`config.mk`:
```
export PLATFORM = sky130hd
export DESIGN_NAME = lsu_mem_ctrl
export DESIGN_NICKNAME = d
export VERILOG_FILES = /design/src/rtl/lsu_mem_ctrl.sv
export SDC_FILE = /design/constraint.sdc
export NUM_CORES = 1
export LEC_CHECK = 0
export ABC_AREA = 1
export ABC_CLOCK_PERIOD_IN_PS = 4310
export CELL_PAD_IN_SITES_DETAIL_PLACEMENT = 0
export CELL_PAD_IN_SITES_GLOBAL_PLACEMENT = 2
export CORE_MARGIN = 1.5
export CORE_UTILIZATION = 27
export DETAILED_ROUTE_END_ITERATION = 8
export PLACE_DENSITY = 0.9
export SLEW_MARGIN = 20
export SYNTH_ARGS = -nofsm -noshare
export SYNTH_HDL_FRONTEND = slang
export SYNTH_SLANG_ARGS = --single-unit
```
`constraint.sdc`:
```
create_clock -name clk -period 4.31 [get_ports clk]
set_clock_uncertainty 0.15 [all_clocks]
set_input_delay 1.0775 -clock clk [delete_from_list [all_inputs] [get_ports clk]]
set_output_delay 1.0775 -clock clk [all_outputs]
set_load 0.1 [all_outputs]
```
`src/rtl/lsu_mem_ctrl.sv`:
```
// Load/store sequencer between the MEM stage and a single-port data bus.
// Accepts one access at a time, holds the pipeline until the bus answers,
// then returns aligned/extended load data or a fault code with a done pulse.
module lsu_mem_ctrl #(
    parameter int unsigned TIMEOUT_CYCLES = 255
) (
    input  logic        clk,
    input  logic        reset,
    input  logic        req_valid,
    input  logic        mem_read,
    input  logic        mem_write,
    input  logic [2:0]  funct3,
    input  logic [31:0] addr,
    input  logic [31:0] wdata,
    output logic        stall,
    output logic        done,
    output logic [31:0] rdata,
    output logic [1:0]  fault,
    output logic        mreq,
    output logic        write,
    output logic [1:0]  size,
    output logic [31:0] baddr,
    output logic [31:0] bwdata,
    input  logic        bready,
    input  logic [31:0] brdata
);

    typedef enum logic [1:0] {
        IDLE = 2'd0,
        BUSY = 2'd1,
        RESP = 2'd2
    } state_t;

    // With TIMEOUT_CYCLES == 0 this wraps, but the compare is gated off then.
    localparam logic [31:0] TO_LAST = 32'(TIMEOUT_CYCLES - 1);

    state_t      state;
    logic [2:0]  f3_q;       // funct3 of the access in flight, selects extension
    logic [31:0] to_cnt;     // BUSY cycles seen without bready

    logic        memop;
    logic        load_ok;
    logic        store_ok;
    logic [1:0]  req_fault;
    logic [1:0]  req_size;
    logic [31:0] req_bwdata;
    logic [7:0]  byte_lane;
    logic [15:0] half_lane;
    logic [31:0] load_val;
    logic        timeout_hit;

    // Request decode: fault priority, bus size and lane-replicated store data
    always_comb begin
        memop     = req_valid & (mem_read | mem_write);
        stall     = memop & (state != RESP);
        load_ok   = funct3 inside {3'b000, 3'b001, 3'b010, 3'b100, 3'b101};
        store_ok  = funct3 inside {3'b000, 3'b001, 3'b010};
        req_fault = 2'b00;
        if (mem_read & mem_write)
            req_fault = 2'b11;
        else if ((mem_read & ~load_ok) | (mem_write & ~store_ok))
            req_fault = 2'b11;
        else if (((funct3[1:0] == 2'b01) & addr[0]) |
                 ((funct3[1:0] == 2'b10) & (addr[1:0] != 2'b00)))
            req_fault = 2'b01;

        case (funct3[1:0])
            2'b00: begin
                req_size   = 2'b10;
                req_bwdata = {4{wdata[7:0]}};
            end
            2'b01: begin
                req_size   = 2'b01;
                req_bwdata = {2{wdata[15:0]}};
            end
            default: begin
                req_size   = 2'b00;
                req_bwdata = wdata;
            end
        endcase
    end

    // Load lane extraction from the latched address and funct3
    always_comb begin
        byte_lane = brdata[{baddr[1:0], 3'b000} +: 8];
        half_lane = brdata[{baddr[1], 4'b0000} +: 16];
        case (f3_q)
            3'b000:  load_val = {{24{byte_lane[7]}}, byte_lane};
            3'b100:  load_val = {24'd0, byte_lane};
            3'b001:  load_val = {{16{half_lane[15]}}, half_lane};
            3'b101:  load_val = {16'd0, half_lane};
            default: load_val = brdata;
        endcase
        timeout_hit = (TIMEOUT_CYCLES != 0) && (to_cnt == TO_LAST);
    end

    // Access sequencer: IDLE -> BUSY -> RESP -> IDLE, all outputs registered
    always_ff @(posedge clk) begin
        if (reset) begin
            state  <= IDLE;
            mreq   <= 1'b0;
            write  <= 1'b0;
            done   <= 1'b0;
            size   <= 2'b00;
            baddr  <= 32'd0;
            bwdata <= 32'd0;
            rdata  <= 32'd0;
            fault  <= 2'b00;
            f3_q   <= 3'b000;
            to_cnt <= 32'd0;
        end else begin
            case (state)
                IDLE: begin
                    done  <= 1'b0;
                    fault <= 2'b00;
                    if (memop) begin
                        if (req_fault != 2'b00) begin
                            // Faulted requests never reach the bus
                            state <= RESP;
                            done  <= 1'b1;
                            fault <= req_fault;
                        end else begin
                            state  <= BUSY;
                            mreq   <= 1'b1;
                            write  <= mem_write;
                            size   <= req_size;
                            baddr  <= addr;
                            bwdata <= req_bwdata;
                            f3_q   <= funct3;
                            to_cnt <= 32'd0;
                        end
                    end
                end
                BUSY: begin
                    if (bready) begin
                        // bready beats a coincident timeout
                        state <= RESP;
                        mreq  <= 1'b0;
                        write <= 1'b0;
                        done  <= 1'b1;
                        fault <= 2'b00;
                        if (!write)
                            rdata <= load_val;
                    end else if (timeout_hit) begin
                        state <= RESP;
                        mreq  <= 1'b0;
                        write <= 1'b0;
                        done  <= 1'b1;
                        fault <= 2'b10;
                    end else begin
                        to_cnt <= to_cnt + 32'd1;
                    end
                end
                RESP: begin
                    state <= IDLE;
                    done  <= 1'b0;
                    fault <= 2'b00;
                end
                default: state <= IDLE;
            endcase
        end
    end

endmodule

```
* Yosys cells after proc, flatten, opt, wreduce, memory -nomap -nowiden
Cells that the tools add are included.
** Storage, ports and cells
- Bits in registers :: 140
- Input port bits :: 105
- Output and inout bits :: 104
** Cells by class
- Add/sub/neg operators :: 1
- Equality and inequality tests :: 18
- Shift-type cells :: 2
- Muxes and demuxes :: 33
- Bitwise logic cells :: 14
- Reductions and logical operators :: 16
** Operator list (number)
- 32-bit two-way mux :: 4
- 32-bit one-hot mux with 2 select lines :: 2
- 32-bit one-hot mux with 4 select lines :: 1
- 32-bit by 1-bit adder with 32-bit output, second input constant :: 1
- 32-bit by 8-bit == test with 1-bit output, second input constant :: 1
- 32-bit by 6-bit variable part select with 16-bit output :: 1
- 32-bit by 6-bit variable part select with 8-bit output :: 1
- 2-bit two-way mux :: 9
- 3-bit == test, second input constant :: 4
- 1-bit two-way mux :: 11
- 2-bit != test, second input constant :: 5
- 2-bit one-hot mux with 2 select lines :: 2
- 1-bit bitwise AND :: 7
- 3-bit by 1-bit == test with 1-bit output, second input constant :: 2
- 3-bit zero test :: 2
- 2-bit one-hot mux with 3 select lines :: 1
- 3-bit AND reduction :: 2
- 2-bit nonzero test :: 3
- 3-bit nonzero test :: 2
- 5-bit AND reduction :: 1
- 5-bit nonzero test :: 1
- 2-bit by 1-bit == test with 1-bit output, second input constant :: 2
- 2-bit == test, second input constant :: 2
- 2-bit zero test :: 2
- other kinds (8) :: 15

* Longest topological paths before layout
- Depth after elaboration :: 11
- Depth in mapped cells :: 13
- Depth with buffers taken out :: 13

* Worst setup path before layout
Ideal clock, no wire load.
- Kind :: input -> output
- From :: in mem_read
- To :: out stall
- Arrival time :: 2.499 ns
- Setup slack :: 0.584 ns
- Stages :: 4
- Cell sequence :: inv_2 -> nand2_2 -> nand2_4 -> nor2_1
** On the way
- Longest elaborated chain between the ends :: 3
** RTL lines
- start: declaration :: line 10 : input logic mem_read,
- 1-bit OR :: line 54 : memop = req_valid & (mem_read | mem_write);
- 1-bit bitwise AND :: line 54
- 1-bit bitwise AND :: line 55 : stall = memop & (state != RESP);
- end: declaration :: line 15 : output logic stall,
Every way passes these cells.

* Worst setup path in the final report
Same ends and word-level chain as after synthesis.

==> impl_metrics.csv <==
group,metric,value,unit
floorplan,die_area,0.0280,mm^2
worst_setup_path,slowest_stage,"clkdlybuf4s50_1",
sta,maxSlewHeadroom,29.6,%
clocking,cts.sinks,140,
logic_synthesis,synthTopCellsByArea,"dfxtp_1 (39%), nand2_1 (15%), nor2_1 (12%), o21ai_0 (7.1%), a21oi_1 (5.4%)",
power,leakage,4.04,nW
power,combPwrFrac,26.1,%
sta,fin_crit,3440,ps
worst_setup_path,reg2regPathDepth,11,
global_routing,grt_pass1_wl,40.4,mm
logic_synthesis,synth_edf_count,0,
power,peakVddDrop,0.190,mV
sta,fin_crit_sh,79.9,%
power,p_per_area,394,mW/mm^2
power,p_switching,1.48,mW
cells_and_area,antennaDiodeCount,0,
clocking,clkSlewWorstSetupHoldPaths,60,ps
floorplan,initial_core_util,27.7,%
logic_synthesis,synth_ff_type,"dfxtp_1",
placed_design,placement.io_buffers,208,
clocking,cts_resized,0,
clocking,tritoncts,"built",
worst_hold_path,hold_path_end,"done",
logic_synthesis,synth_area,0.00728,mm^2
floorplan,fp.coreArea,0.0263,mm^2
cells_and_area,final_cell_mix,"nand2_1 (296), nor2_1 (237), clkdlybuf4s50_1 (206)",
worst_setup_path,cpPeakStageDelay,510,ps
worst_setup_path,cp.arrival,2210,ps
worst_setup_path,end_kind,"output pin",
worst_hold_path,min_from,"done",
worst_setup_path,r2r-start,"to_cnt[0]",
floorplan,io_pins,209,
floorplan,dieHeight,167,um
cells_and_area,final_net_count,1427,
cells_and_area,fin_cells,1664,
sta,report.final.slew_viol_count,0,
worst_setup_path,required,3080,ps
clocking,clkLatencyLatePin,420,ps
logic_synthesis,async_flop_share,0,%
placed_design,hpwl,17.9,mm
clocking,ctsHoldBuffers,0,
sta,hold_viol,0,
outcome,outcome,"finished, final reports clean",
logic_synthesis,yosysWarningCount,0,
global_routing,grt_pass1_vias,7457,
logic_synthesis,syn_avg_cell_area,6.42,um^2
worst_setup_path,reg2reg_to,"to_cnt[26]",
power,swShare,36.9,%
worst_hold_path,holdPathStages,2,
drt,drcViolationCount,0,
placed_design,gp_routability_congestion,0.842,
sta,fmax,291,MHz
global_routing,grt_overflow,0,
floorplan,rows,59,
drt,vias,7622,
drt,wirelength,25.3,mm
cells_and_area,drive_gt1_share,5.57,%
cells_and_area,fin_area,0.0102,mm^2
sta,whs,312,ps
worst_setup_path,critPathLaunchType,"primary input",
drt,drt_iter0_drc,365,
sta,finalSetupViolCount,0,
drt,routedWlPerCell,15.2,um
worst_setup_path,regToRegSetupSlack,1880,ps
placed_design,dp.cells,1632,
power,total_power,4.01,mW
cells_and_area,finish.utilization,38.8,%
clocking,cts_max_path_buffers,2,
placed_design,place_area,0.00958,mm^2
logic_synthesis,yosysUniqueCellTypes,37,
cells_and_area,fill_cells,2811,
clocking,htree_levels,4,
floorplan,die_x,167,um
clocking,numCtsBuffers,17,
clocking,cts-root-buf,"clkbuf_16",
global_routing,antenna_found_initial,0,
worst_hold_path,hold_path.class,"reg2reg",
cells_and_area,ff_latch_area,0.00280,mm^2
sta,timing.setup.tns,0,ps
logic_synthesis,ys_seq_area_share,38.5,%
worst_setup_path,crit_type,"in2out",
global_routing,grt_start_max_net_pins,90,
logic_synthesis,synthCells,1134,
cells_and_area,layout_commonest_cell,"nand2_1",
worst_setup_path,worst-path-max-fanout,3,
sta,rsz0062_at_grt,"no",
sta,fin_ws,868,ps
job,drv_cap,0,
global_routing,grt_use_total,18.2,%
logic_synthesis,synth_top_area_share,38.5,%
drt,vias_per_cell,4.58,
power,p_clk_share,38.9,%
sta,tightest_slew,1050,ps
placed_design,post-place-ws,731,ps
logic_synthesis,yosysTopAreaCell,"dfxtp_1",
logic_synthesis,synth-seq-cells,140,
drt,drtPass1Iterations,5,
drt,drtAntennaViolNets,0,
cells_and_area,area_growth,40.0,%
worst_setup_path,crit_chain,"clkdlybuf4s50_1 -> inv_2 -> nand2_2 -> nand2_4 -> nor2_1 -> buf_12",
cells_and_area,multiInputGateArea,0.00384,mm^2
logic_synthesis,syn_nets,1245,
clocking,postCtsSetupRepairBufs,0,
power,p_int,2.53,mW
power,pwr-share-seq,35.0,%
-- cell usage after synthesis, drive strengths merged (5+ instances only) --
master,number
a21oi,83
buf,20
clkbuf,32
dfxtp,140
ha,6
inv,98
nand2,304
nand3,44
nand4,9
nor2,246
o211a,5
o21ai,114
xor2,10
-- worst max path at each step --
stage,cells past startpoint,startpoint,end
after detailed placement,9,funct3[0],to_cnt[28]
after floorplan,4,mem_read,stall
after CTS,6,mem_read,stall
final,6,mem_read,stall
after global placement,9,funct3[0],to_cnt[28]
after global routing,6,mem_read,stall
-- cells by family after synthesis --
family	after synthesis	share of synthesized area, %
AND/OR/NAND/NOR	603	33.7
AO/OA/AOI/OAI	221	16.6
buffers and inverters	153	8.90
flip-flops	140	38.5
XOR/XNOR	11	1.32
adder cells (fa/ha/maj)	6	1.03
-- power by group through the flow --
stage	registers [mW]	logic, mW	clock network (mW)
finish	1.41	1.05	1.56
global route	1.41	1.12	1.67
floorplan	1.87	0.304	0
detailed placement	1.43	1.05	0
CTS	1.41	1.06	1.61
global placement	1.43	1.05	0
-- worst max-delay path, delay by kind of cell --
kind,cells,cell delay [ps]
simple gates,3,350
buf+inv,3,780
-- area by class of cell --
type | count | share of cell area [%]
multi-input combinational | 841 | 37.6
inverter | 101 | 3.75
tap | 335 | 4.11
sequential | 140 | 27.5
clock buffer | 18 | 4.31
timing repair buffer | 215 | 21.0
clock inverter | 14 | 1.68
-- layer usage --
layer  wire (um)  share of wire [%]  vias up  track usage (%)
met5           0                  0        -                0
met2       11300                 45      210             29.3
met4         358                1.4        0             4.74
met3        2050                8.1       21             6.78
li1            -                  -     3968                -
met1       11600                 46     3423             22.9
-- flip-flops by register name, indices dropped and copies added (netlist names) --
| register | flops |
|---|---|
| f3_q | 3 |
| baddr | 32 |
| to_cnt | 32 |
| size | 2 |
| mreq | 1 |
| done | 1 |
| fault | 2 |
| state | 2 |
| write | 1 |
| bwdata | 32 |
| rdata | 32 |
Note: power is estimated with default switching activity, not from simulation.
